$ cat src/rtl/decode_stage_if.sv
// Handshake and decoded-record bus between fetch, the decode stage and the execute/control FSM.
interface decode_stage_if #(
    parameter int unsigned XLEN  = 32,
    parameter int unsigned REG_W = 4
);
    logic             flush;
    logic             in_valid;
    logic             in_ready;
    logic [XLEN-1:0]  instr;
    logic             out_valid;
    logic             out_ready;
    logic [1:0]       out_class;
    logic [5:0]       out_opcode;
    logic [REG_W-1:0] out_rd;
    logic [REG_W-1:0] out_rs1;
    logic [REG_W-1:0] out_rs2;
    logic [XLEN-1:0]  out_imm;
    logic [1:0]       out_mode;
    logic [XLEN-1:0]  out_offset;
    logic             out_illegal;

    // Producer/consumer side: drives instructions and flush, takes decoded records.
    modport master (
        output flush, in_valid, instr, out_ready,
        input  in_ready, out_valid, out_class, out_opcode, out_rd, out_rs1, out_rs2,
               out_imm, out_mode, out_offset, out_illegal
    );

    // Decode stage side.
    modport slave (
        input  flush, in_valid, instr, out_ready,
        output in_ready, out_valid, out_class, out_opcode, out_rd, out_rs1, out_rs2,
               out_imm, out_mode, out_offset, out_illegal
    );
endinterface

$ cat src/rtl/decode_stage.sv
// Buffered instruction-decode stage: splits fetched words into R/I/J/S fields,
// sign-extends immediate and jump offset, flags illegal opcodes and queues the
// decoded records in a DEPTH-entry FIFO. Head record is held in an output register.
// Optional macro DECODE_STATS_EN adds saturating per-class push counters.
module decode_stage #(
    parameter int unsigned XLEN     = 32,
    parameter int unsigned REG_W    = 4,
    parameter int unsigned IMM_W    = 16,
    parameter int unsigned OFF_W    = 26,
    parameter int unsigned DEPTH    = 2,
    parameter int unsigned R_MAX_OP = 2,
    parameter int unsigned I_MAX_OP = 11,
    parameter int unsigned J_MAX_OP = 14,
    parameter int unsigned S_MAX_OP = 16
) (
    input  logic                clk,
    input  logic                rst_n,
    decode_stage_if.slave       bus
`ifdef DECODE_STATS_EN
    ,
    output logic [15:0]         stat_r,
    output logic [15:0]         stat_i,
    output logic [15:0]         stat_j,
    output logic [15:0]         stat_s,
    output logic [15:0]         stat_ill
`endif
);

    localparam int unsigned PTR_W = (DEPTH > 1) ? $clog2(DEPTH) : 1;
    localparam int unsigned CNT_W = $clog2(DEPTH) + 1;

    localparam logic [1:0] CLS_R = 2'd0;
    localparam logic [1:0] CLS_I = 2'd1;
    localparam logic [1:0] CLS_J = 2'd2;
    localparam logic [1:0] CLS_S = 2'd3;

    typedef struct packed {
        logic [1:0]       cls;
        logic [5:0]       opcode;
        logic [REG_W-1:0] rd;
        logic [REG_W-1:0] rs1;
        logic [REG_W-1:0] rs2;
        logic [XLEN-1:0]  imm;
        logic [1:0]       mode;
        logic [XLEN-1:0]  offset;
        logic             illegal;
    } dec_rec_t;

    dec_rec_t         mem [DEPTH];
    dec_rec_t         head_q, head_d;
    dec_rec_t         dec;
    logic [PTR_W-1:0] wr_ptr_q, wr_ptr_d;
    logic [PTR_W-1:0] rd_ptr_q, rd_ptr_d;
    logic [CNT_W-1:0] count_q, count_d;
    logic             out_valid_q, out_valid_d;
    logic             in_ready_q, in_ready_d;
    logic             push, pop;

    logic [5:0]       opcode;
    logic [IMM_W-1:0] imm_raw;
    logic [OFF_W-1:0] off_raw;

    assign opcode  = bus.instr[31:26];
    assign imm_raw = bus.instr[IMM_W+1:2];
    assign off_raw = bus.instr[OFF_W-1:0];

    // Combinational decode of the incoming word; unused fields forced to zero.
    always_comb begin
        dec = '0;
        if (opcode <= 6'(R_MAX_OP)) begin
            dec.cls    = CLS_R;
            dec.opcode = opcode;
            dec.rd     = bus.instr[25 -: REG_W];
            dec.rs1    = bus.instr[21 -: REG_W];
            dec.rs2    = bus.instr[17 -: REG_W];
        end else if (opcode <= 6'(I_MAX_OP)) begin
            dec.cls    = CLS_I;
            dec.opcode = opcode;
            dec.rd     = bus.instr[25 -: REG_W];
            dec.rs1    = bus.instr[21 -: REG_W];
            dec.imm    = {{(XLEN-IMM_W){imm_raw[IMM_W-1]}}, imm_raw};
            dec.mode   = bus.instr[1:0];
        end else if (opcode <= 6'(J_MAX_OP)) begin
            dec.cls    = CLS_J;
            dec.opcode = opcode;
            dec.offset = {{(XLEN-OFF_W){off_raw[OFF_W-1]}}, off_raw};
        end else if (opcode <= 6'(S_MAX_OP)) begin
            dec.cls    = CLS_S;
            dec.opcode = opcode;
            dec.rd     = bus.instr[25 -: REG_W];
        end else begin
            dec.cls     = CLS_S;
            dec.illegal = 1'b1;
        end
    end

    assign push = bus.in_valid && in_ready_q && !bus.flush;
    assign pop  = out_valid_q && bus.out_ready && !bus.flush;

    // Next-state for pointers, occupancy, handshake flags and the head register.
    always_comb begin
        wr_ptr_d = wr_ptr_q;
        rd_ptr_d = rd_ptr_q;
        count_d  = count_q;
        head_d   = head_q;
        if (bus.flush) begin
            wr_ptr_d = '0;
            rd_ptr_d = '0;
            count_d  = '0;
        end else begin
            if (push) wr_ptr_d = PTR_W'(wr_ptr_q + 1'b1);
            if (pop)  rd_ptr_d = PTR_W'(rd_ptr_q + 1'b1);
            case ({push, pop})
                2'b10:   count_d = CNT_W'(count_q + 1'b1);
                2'b01:   count_d = CNT_W'(count_q - 1'b1);
                default: count_d = count_q;
            endcase
        end
        // New head is the record being written when it lands in the head slot,
        // otherwise the stored entry; an empty FIFO keeps the last head visible.
        if (count_d != '0) begin
            if (push && (wr_ptr_q == rd_ptr_d)) head_d = dec;
            else                                head_d = mem[rd_ptr_d];
        end
        out_valid_d = (count_d != '0);
        in_ready_d  = (count_d != CNT_W'(DEPTH));
    end

    // State registers with synchronous active-low reset.
    always_ff @(posedge clk) begin
        if (!rst_n) begin
            wr_ptr_q    <= '0;
            rd_ptr_q    <= '0;
            count_q     <= '0;
            head_q      <= '0;
            out_valid_q <= 1'b0;
            in_ready_q  <= 1'b1;
        end else begin
            wr_ptr_q    <= wr_ptr_d;
            rd_ptr_q    <= rd_ptr_d;
            count_q     <= count_d;
            head_q      <= head_d;
            out_valid_q <= out_valid_d;
            in_ready_q  <= in_ready_d;
        end
    end

    // Record storage, written at the push edge.
    always_ff @(posedge clk) begin
        if (!rst_n) begin
            for (int i = 0; i < int'(DEPTH); i++) mem[i] <= '0;
        end else if (push) begin
            mem[wr_ptr_q] <= dec;
        end
    end

    assign bus.in_ready    = in_ready_q;
    assign bus.out_valid   = out_valid_q;
    assign bus.out_class   = head_q.cls;
    assign bus.out_opcode  = head_q.opcode;
    assign bus.out_rd      = head_q.rd;
    assign bus.out_rs1     = head_q.rs1;
    assign bus.out_rs2     = head_q.rs2;
    assign bus.out_imm     = head_q.imm;
    assign bus.out_mode    = head_q.mode;
    assign bus.out_offset  = head_q.offset;
    assign bus.out_illegal = head_q.illegal;

`ifdef DECODE_STATS_EN
    // Saturating per-class push counters; cleared by reset only.
    always_ff @(posedge clk) begin
        if (!rst_n) begin
            stat_r   <= '0;
            stat_i   <= '0;
            stat_j   <= '0;
            stat_s   <= '0;
            stat_ill <= '0;
        end else if (push) begin
            if (dec.illegal) begin
                if (stat_ill != 16'hFFFF) stat_ill <= stat_ill + 16'd1;
            end else begin
                case (dec.cls)
                    CLS_R:   if (stat_r != 16'hFFFF) stat_r <= stat_r + 16'd1;
                    CLS_I:   if (stat_i != 16'hFFFF) stat_i <= stat_i + 16'd1;
                    CLS_J:   if (stat_j != 16'hFFFF) stat_j <= stat_j + 16'd1;
                    default: if (stat_s != 16'hFFFF) stat_s <= stat_s + 16'd1;
                endcase
            end
        end
    end
`endif

endmodule

$ cat src/flat_wrapper.sv
// flat-port wrapper written by rule: the top's interface ports become plain ports
module decode_stage_flat 
#(
    parameter int unsigned XLEN     = 32,
    parameter int unsigned REG_W    = 4,
    parameter int unsigned IMM_W    = 16,
    parameter int unsigned OFF_W    = 26,
    parameter int unsigned DEPTH    = 2,
    parameter int unsigned R_MAX_OP = 2,
    parameter int unsigned I_MAX_OP = 11,
    parameter int unsigned J_MAX_OP = 14,
    parameter int unsigned S_MAX_OP = 16
)
  (clk, rst_n, bus_flush, bus_in_valid, bus_instr, bus_out_ready, bus_in_ready, bus_out_valid, bus_out_class, bus_out_opcode, bus_out_rd, bus_out_rs1, bus_out_rs2, bus_out_imm, bus_out_mode, bus_out_offset, bus_out_illegal);
  decode_stage_if #(.XLEN(XLEN), .REG_W(REG_W)) bus_i ();
  input  logic clk;
  input  logic rst_n;
  input wire logic [$bits(bus_i.flush)-1:0] bus_flush;
  input wire logic [$bits(bus_i.in_valid)-1:0] bus_in_valid;
  input wire logic [$bits(bus_i.instr)-1:0] bus_instr;
  input wire logic [$bits(bus_i.out_ready)-1:0] bus_out_ready;
  output wire logic [$bits(bus_i.in_ready)-1:0] bus_in_ready;
  output wire logic [$bits(bus_i.out_valid)-1:0] bus_out_valid;
  output wire logic [$bits(bus_i.out_class)-1:0] bus_out_class;
  output wire logic [$bits(bus_i.out_opcode)-1:0] bus_out_opcode;
  output wire logic [$bits(bus_i.out_rd)-1:0] bus_out_rd;
  output wire logic [$bits(bus_i.out_rs1)-1:0] bus_out_rs1;
  output wire logic [$bits(bus_i.out_rs2)-1:0] bus_out_rs2;
  output wire logic [$bits(bus_i.out_imm)-1:0] bus_out_imm;
  output wire logic [$bits(bus_i.out_mode)-1:0] bus_out_mode;
  output wire logic [$bits(bus_i.out_offset)-1:0] bus_out_offset;
  output wire logic [$bits(bus_i.out_illegal)-1:0] bus_out_illegal;
  assign bus_i.flush = bus_flush;
  assign bus_i.in_valid = bus_in_valid;
  assign bus_i.instr = bus_instr;
  assign bus_i.out_ready = bus_out_ready;
  assign bus_in_ready = bus_i.in_ready;
  assign bus_out_valid = bus_i.out_valid;
  assign bus_out_class = bus_i.out_class;
  assign bus_out_opcode = bus_i.out_opcode;
  assign bus_out_rd = bus_i.out_rd;
  assign bus_out_rs1 = bus_i.out_rs1;
  assign bus_out_rs2 = bus_i.out_rs2;
  assign bus_out_imm = bus_i.out_imm;
  assign bus_out_mode = bus_i.out_mode;
  assign bus_out_offset = bus_i.out_offset;
  assign bus_out_illegal = bus_i.out_illegal;
  decode_stage #(.XLEN(XLEN), .REG_W(REG_W), .IMM_W(IMM_W), .OFF_W(OFF_W), .DEPTH(DEPTH), .R_MAX_OP(R_MAX_OP), .I_MAX_OP(I_MAX_OP), .J_MAX_OP(J_MAX_OP), .S_MAX_OP(S_MAX_OP)) u_core (.clk(clk), .rst_n(rst_n), .bus(bus_i));
endmodule
$ cat config.mk
export PLATFORM = sky130hd
export DESIGN_NAME = decode_stage_flat
export DESIGN_NICKNAME = d
export VERILOG_FILES = /design/src/rtl/decode_stage_if.sv /design/src/rtl/decode_stage.sv /design/src/flat_wrapper.sv
export SDC_FILE = /design/constraint.sdc
export NUM_CORES = 1
export LEC_CHECK = 0
export CAP_MARGIN = 20
export CORE_MARGIN = 8
export CORE_UTILIZATION = 54
export DETAILED_ROUTE_END_ITERATION = 10
export PLACE_DENSITY = 0.83
export SLEW_MARGIN = 20
export SYNTH_ARGS = -nofsm -noshare
export SYNTH_HDL_FRONTEND = slang
export SYNTH_SLANG_ARGS = --single-unit
$ cat constraint.sdc
create_clock -name clk -period 9.05 [get_ports clk]
set_input_delay 2.715 -clock clk [delete_from_list [all_inputs] [get_ports clk]]
set_output_delay 2.715 -clock clk [all_outputs]
set_load 0.02 [all_outputs]
Yosys cells after proc, flatten, opt, wreduce, memory -nomap -nowiden --
Memories as Yosys holds them, arrays and structs flattened. A register that Yosys moved wholly into a read port is not among the register bits. Index checks and enable logic that the tools add are counted.
Operators by class: bitwise operators 1, equality and inequality tests 3, multiplexer cells 24, $lt $le $gt $ge 4, reductions and logical operators 9, $add $sub $neg 4
Operator list (count):
- $mux 87 | 1
- $reduce_or 87->1 | 1
- $mux 67 | 1
- $mux 34 | 1
- $mux 33 | 1
- $mux 32 | 1
- $mux 16 | 1
- $le 6x4->1 const B | 2
- $mux 12 | 1
- $mux 4 | 3
- $mux 1 | 10
- $mux 10 | 1
- $mux 7 | 1
- $le 6x2->1 const B | 1
- $le 6x5->1 const B | 1
- $logic_and 1x1->1 | 4
- $pmux 2 s2 | 1
- $add 1x1->1 const B | 2
- $add 2x1->2 const B | 1
- $eq 2x1->1 const B | 1
- $eq 2x2->1 const B | 1
- $logic_not 1->1 | 2
- $mux 2 | 1
- $ne 2x2->1 const B | 1
- other kinds (4) | 4
Storage, ports and cells: input bits 37, logic and storage cells 51, register bits 6, memories 1, bits in writable memories 174, output and inout port bits 89
Memory list:
- u_core.mem | words 2, bits a word 87, rd ports 1, clocked after memory_dff 1, wr ports 2, line decode_stage.sv:49 | dec_rec_t mem [DEPTH];

Longest topological paths before layout --
Gate-level depths: netlist (run 1).
depth after elaboration 7, gate-level depth with buffers 11, depth with buffers taken out 8

Worst setup path after synthesis (run 1) --
Ideal clock, no wire load.
kind input port to flip-flop, start point input bus_flush, end point memory u_core.mem[0][0] in the netlist's numbering, enable pin, required time 8.472 ns, library setup time 0.578 ns, path buffers 1, stages on the path 3, arrival time 7.710 ns, setup slack 0.762 ns, cells stage by stage clkbuf_1 -> nand3b_1 -> o21ai_0
RTL lines:
- start, declared | line flat_wrapper.sv:18 | input wire logic [$bits(bus_i.flush)-1:0] bus_flush;
- end, declared | line decode_stage.sv:49

==> summary.txt, run 1 <==
Run status - complete, no violations
Adder-Cell Fraction of Synth Area - 0.001456
Top FF cell, synth - edfxtp_1
Critical path buffer and inverter count - 1
Mux contribution to synthesized area - 0.01514
Remaining DRCs - 0
Final cell count without fillers - 1075
GRT Total Usage - 0.2068
Tmin final - 5.655 ns
Synthesized cell area - 0.008596 mm^2
Setup TNS Final - 0 ns
Async set-or-reset flop fraction in the synthesized netlist - 0
Largest family of logic cells by synthesized area - simple AND/OR/NAND/NOR gates
Largest net degree at the start of global routing - 65
Pre-CTS WS - 2.977 ns
Least-Margin Pin Slew - 0.9887 ns
Post-synth EDFFs - 130
H-tree levels - 1
Final cycle utilization of the critical path - 0.6248
Routed vias - 6297
Post-CTS Hold Fix Bufs - 0
Max_cap viols - 0
Startpoint types - input pin
Register area share after synthesis - 0.6195
Post-DP Area - 0.009857 mm^2
Core area - 0.01571 mm^2
RSZ-0062 raised after global routing - false
Die Area - 0.02021 mm^2
Clk_lat worst skew - 0.48 ns
Fin Clk Skew - 0.007500 ns
Initial antenna violation count - 0
# diodes - 0
GPL Wtd Cong - 0.7951
CTS tree - built
Inserted Clock Buffers - 20
CP Cell Sequence - clkdlybuf4s50_1 > a211oi_2 > and2_1 > and3_1 > a221o_1
Setup Buffers After CTS - 0
Commonest non-fill, non-tap cells in the layout - 139 x nand2_1, 130 x edfxtp_1, 125 x clkdlybuf4s50_1
Final setup margin - 3.395 ns
First-pass GRT wire length - 33220 um
Die W - 142.2 um
Yosys top cell area share - 0.4541
Initial Util - 0.5471
Ranking of synthesized cells by area - edfxtp_1 45%, dfxtp_1 17%, nand2_1 6.1%
Number of hold violations in the final report - 0
Post-DP HPWL - 12690 um
Dpl cells - 1039
Crit-path leading delay family - simple AND/OR/NAND/NOR gates
TritonRoute pass-1 iters - 5
Drt wl/cell - 19.89 um
Vias in the first global route - 6274
Final instance area - 0.01052 mm^2
Synth Warn # - 0
Worst EP required - 9.47 ns
Peak supply drop - 0.0001252 V
Post-DRT Antenna Nets - 0
Port bufs - 125
Root buf cell - clkbuf_16
Worst rel slew slack - 0.3409
Total grt overflow - 0
Syn-to-layout area delta - 22.42%
Post-synth cell types - 46
FF+latch count, synth - 201
Drt via density - 5.858
Commonest non-fill, non-tap cell in the layout - nand2_1
Layout Utilization - 0.6697
Cell Pwr Density - 192.4 mW/mm^2
Nets - 883
Cts repair resizes - 0
Mapped Avg Cell Area - 11.33 um^2
Xor/xnor share of the synthesized area - 0.004076
Crit path largest cell delay - 0.90 ns
Post-synthesis simple-gate area fraction - 0.1865
Reg clk slew, reported paths - 0.06 ns
Slowest cell on the critical path - and3_1
Max Clk Rate - 176.8 MHz
Clock Tree Buf Depth - 3
CTS Sinks - 201
Post-Route WL - 21380 um
CP Class - in -> reg
Drt first-iter violations - 596
Share of layout cells above drive strength 1 - 0.06403
Syn Inst Count - 759
Post-synth top area cell - edfxtp_1
Critical Path AT - 6.08 ns
Leakage - 3.906 nW
Compound-gate portion of the synthesized area - 0.1239
Fillers - 1104
# IOs - 126
Hold Crit Class - reg -> reg
Slew Limit Fails - 0
Setup violators final - 0
# rows - 46
Critical path endpoint category - flip-flop
Die Y - 142.2 um
CP max FO - 33
==> cells by family (layout without fill, tap and decap cells) <==
family          after synthesis  count (layout)
mux                          13              13
other cells                   1               2
simple gates                324             324
buf+inv                      75             174
xor+xnor                      4               4
fa+ha+maj                     1               1
compound gates              140             140
flops                       201             201
==> report_power, final <==
part | switching, mW | internal (mW) | leakage (nW)
clock network | 0.332 | 0.506 | 0.324
logic | 0.0965 | 0.0600 | 1.65
registers | 0.0162 | 1.01 | 1.93
total | 0.445 | 1.58 | 3.91
==> worst min-delay path, delay by kind of cell (launching register included) <==
| family | cells | cell delay, ns |
|---|---|---|
| DFF | 1 | 0.31 |
| and+or+nand+nor | 1 | 0.05 |
| AOI/OAI and AO/OA | 1 | 0.05 |
==> sequential cells by signal, summed over array words and instances, names as in the netlist <==
name                    cells
u_core.bus.out_valid        1
u_core.bus.out_class        2
u_core.bus.out_rs1          4
u_core.bus.out_illegal      1
u_core.bus.out_rs2          4
u_core.bus.out_rd           4
u_core.bus.out_imm         16
u_core.mem                130
u_core.bus.in_ready         1
u_core.bus.out_offset      26
u_core.wr_ptr_q             1
u_core.count_q              2
u_core.bus.out_opcode       6
u_core.rd_ptr_q             1
u_core.bus.out_mode         2
==> routing by layer <==
layer	vias up	routed length (um)	track usage
met2	292	10500	0.3609
met5	-	0	0
li1	2898	-	-
met3	31	1868	0.03589
met1	3076	8609	0.2589
met4	0	403	0.05596
==> synthesized netlist by cell type, types with 3 or more instances <==
master,number
a21oi_1,53
o21ai_0,9
and3_1,45
nand3_1,5
dfxtp_1,71
a211oi_2,3
a32o_1,9
a221o_1,48
and2_1,63
buf_1,4
nand3b_1,8
buf_2,10
clkbuf_1,30
buf_4,26
or3_1,3
a22o_1,6
nor2_1,42
a211oi_1,3
edfxtp_1,130
buf_6,4
mux2i_1,13
nand2_1,140
nor3_1,4
==> through the flow <==
stage / hold WS [ns] / power, mW
final: 0.4599 / 2.025
after global routing: 0.4942 / 2.083
after CTS: 0.4645 / 2.032
after detailed placement: 0.4555 / 1.204
after global placement: 0.4424 / 1.201
after floorplan: 0.4967 / 1.132
==> layout make-up <==
type                    instances  area (um^2)  share of cell area
inverters                       1        3.754           0.0003567
flip-flops and latches        201         5325              0.5061
multi-input cells             484         2917              0.2772
clock buffers                  30        589.3             0.05600
well taps                     216        270.3             0.02568
clock inverters                 6        76.32            0.007253
repair buffers                137         1341              0.1275
==> worst paths after layout <==
kind                                          startpoint                  endpoint  slack, ns  depth (start not counted)
worst max-delay path                       bus_instr[29]    u_core.bus.out_imm[11]       3.40                          5
worst min-delay path            u_core.bus.out_opcode[4]  u_core.bus.out_opcode[4]       0.46                          2
worst max register to register           u_core.wr_ptr_q         u_core.mem[1][76]       6.09                          4
worst min register to register  u_core.bus.out_opcode[4]  u_core.bus.out_opcode[4]       0.46                          2
No activity file was read; power rests on OpenSTA's default activity.
==> inputs of run 2 (changes only) <==
clock period = 5.7 ns   (was 9.05 ns; I/O delays follow)
==> summary.txt, run 2 (synthesized netlist as in run 1, its figures left out) <==
Tmin final - 4.253 ns
Cell Pwr Density - 311.8 mW/mm^2 (+62%)
Slowest cell on the critical path - and2_2
Post-DP HPWL - 13320 um (+5.0%)
Die Y - 142.2 um (unchanged)
CTS tree - built
Crit path largest cell delay - 0.77 ns (-0.13 ns)
Drt wl/cell - 20.15 um (+1.3%)
Drt first-iter violations - 500 (-16%)
Core area - 0.01571 mm^2 (unchanged)
RR Startpoint - u_core.bus.in_ready
Final cycle utilization of the critical path - 0.7461
RSZ-0062 raised after global routing - false
Root buf cell - clkbuf_16
CP Cell Sequence - clkdlybuf4s50_1 > nand3b_1 > ha_1 > nor3b_1 > a211o_1 > and2_2 > buf_12 > a221o_1
Largest net degree at the start of global routing - 47 (-28%)
Clk_lat worst skew - 0.49 ns (about the same)
# diodes - 0 (unchanged)
Die Area - 0.02021 mm^2 (unchanged)
Clock Tree Buf Depth - 3 (unchanged)
H-tree levels - 1 (unchanged)
Post-DRT Antenna Nets - 0 (unchanged)
Pre-CTS WS - 0.9534 ns (-2.024 ns)
Leakage - 3.999 nW (+2.4%)
First-pass GRT wire length - 33670 um (+1.3%)
Vias in the first global route - 6368 (+1.5%)
Initial Util - 0.5471 (unchanged)
Worst rel slew slack - 0.2558 (-0.08510)
Capturing point of the worst reg2reg path - u_core.bus.out_imm[9]
Commonest non-fill, non-tap cells in the layout - 139 x nand2_1, 130 x edfxtp_1, 125 x clkdlybuf4s50_1
Cts repair resizes - 0 (unchanged)
Reg2reg setup slack - 2.80 ns (-3.29 ns)
GRT Max-Usage Layer - met2
GPL Wtd Cong - 0.8073 (+1.5%)
GRT met3 Usage - 0.03992 (+0.004025)
Number of hold violations in the final report - 0 (unchanged)
Max_cap viols - 0 (unchanged)
Syn-to-layout area delta - 24.53%
Max Clk Rate - 235.1 MHz
Initial antenna violation count - 0 (unchanged)
Total grt overflow - 0 (unchanged)
Max FFs per register - 130 (unchanged)
Least-Margin Pin Slew - 1.114 ns (+0.1252 ns)
Startpoint types - input pin
Largest register by flop count - u_core.mem
CP endpoint - u_core.bus.out_imm[9]
Slew Limit Fails - 0 (unchanged)
Hold Crit Class - reg -> reg
Critical path endpoint category - flip-flop
TritonRoute pass-1 iters - 5 (unchanged)
Port bufs - 125 (unchanged)
R2R cell count - 7 (+3)
Setup Buffers After CTS - 0 (unchanged)
Setup TNS Final - 0 ns (unchanged)
Die W - 142.2 um (unchanged)
Remaining DRCs - 0 (unchanged)
Critical Path AT - 4.68 ns (-1.40 ns)
CTS Sinks - 201 (unchanged)
Final setup margin - 1.447 ns (-1.948 ns)
Critical Path Source - bus_flush
Post-CTS Hold Fix Bufs - 0 (unchanged)
GRT Total Usage - 0.2108 (+0.003992)
Commonest non-fill, non-tap cell in the layout - nand2_1
Routed vias - 6466 (+2.7%)
Fillers - 1106 (+0.18%)
Run status - complete, no violations
Share of layout cells above drive strength 1 - 0.07710 (+0.01307)
Reg clk slew, reported paths - 0.06 ns (about the same)
CP Class - in -> reg
Post-Route WL - 21870 um (+2.3%)
Setup violators final - 0 (unchanged)
GRT met2 Usage - 0.3544 (-0.006544)
Nets - 892 (+1.0%)
# IOs - 126 (unchanged)
Worst EP required - 6.13 ns (-3.34 ns)
# rows - 46 (unchanged)
GR Util met1 - 0.2666 (+0.007702)
Peak supply drop - 0.0002061 V (+65%)
Fin Clk Skew - 0.007150 ns (-0.0003496 ns)
CP max FO - 40 (+21%)
Drt via density - 5.959 (+1.7%)
Inserted Clock Buffers - 21 (+5.0%)
run 2: changes by cell type in the layout (fill, tap and decap cells not counted), sizes merged:
cell and delta:
inv +1, buf +8, bufinv +2, clkinv +1
clkbuf -2
run 2: layout make-up:
cell class / instances / area (um^2) / area share
sequential: 201 / 5325 / 0.4975
multi-input combinational: 484 / 2918 / 0.2726
timing repair buffer: 145 / 1451 / 0.1356
clock buffer: 28 / 581.8 / 0.05435
tap: 216 / 270.3 / 0.02525
clock inverter: 10 / 153.9 / 0.01438
inverter: 1 / 3.754 / 0.0003507
run 2: power breakdown:
group	total (mW)	switching [mW]	leakage, nW	internal [mW]
Clock	1.44	0.546	0.359	0.899
Sequential	1.64	0.0265	1.93	1.61
Combinational	0.257	0.155	1.71	0.102
Total	3.34	0.728	4.00	2.61
run 2: worst min path at each step:
| stage | start | to | slack [ns] | cells past startpoint |
|---|---|---|---|---|
| after floorplan | u_core.count_q[1] | u_core.count_q[1] | 0.50 | 2 |
| after CTS | u_core.bus.out_rs1[0] | u_core.bus.out_rs1[0] | 0.47 | 1 |
| after global routing | u_core.bus.out_rs2[0] | u_core.bus.out_rs2[0] | 0.50 | 1 |
| after detailed placement | u_core.bus.out_rs1[2] | u_core.bus.out_rs1[2] | 0.46 | 1 |
| after global placement | u_core.bus.out_opcode[4] | u_core.bus.out_opcode[4] | 0.44 | 2 |
| final | u_core.bus.out_rs1[1] | u_core.bus.out_rs1[1] | 0.47 | 1 |
run 2: routing by layer:
metal  wire [um]  part of all wire  vias up
met5           0                 0        -
met4         486             0.022        0
met3        2181              0.10       43
met2       10640              0.49      347
met1        8560              0.39     3148
li1            -                 -     2928
run 2: metrics by stage:
stage / utilization / area, um^2 / instances / power [mW] / hold WS (ns)
3_5_place_dp: 0.6344 / 9968 / 1047 / 1.921 / 0.4554
5_1_grt: 0.6812 / 10700 / 1085 / 3.424 / 0.4960
4_1_cts: 0.6812 / 10700 / 1085 / 3.350 / 0.4725
3_3_place_gp: 0.6344 / 9968 / 1047 / 1.913 / 0.4425
6_report: 0.6812 / 10700 / 1085 / 3.338 / 0.4705
2_1_floorplan: - / 8600 / 760 / 1.795 / 0.4967
run 2: worst max-delay path, delay by kind of cell:
kind                       cells  cell delay, ns
and+or+nand+nor                3            1.40
buffers and inverters          2            0.74
adders and majority gates      1            0.42
AOI/OAI and AO/OA              2            0.39
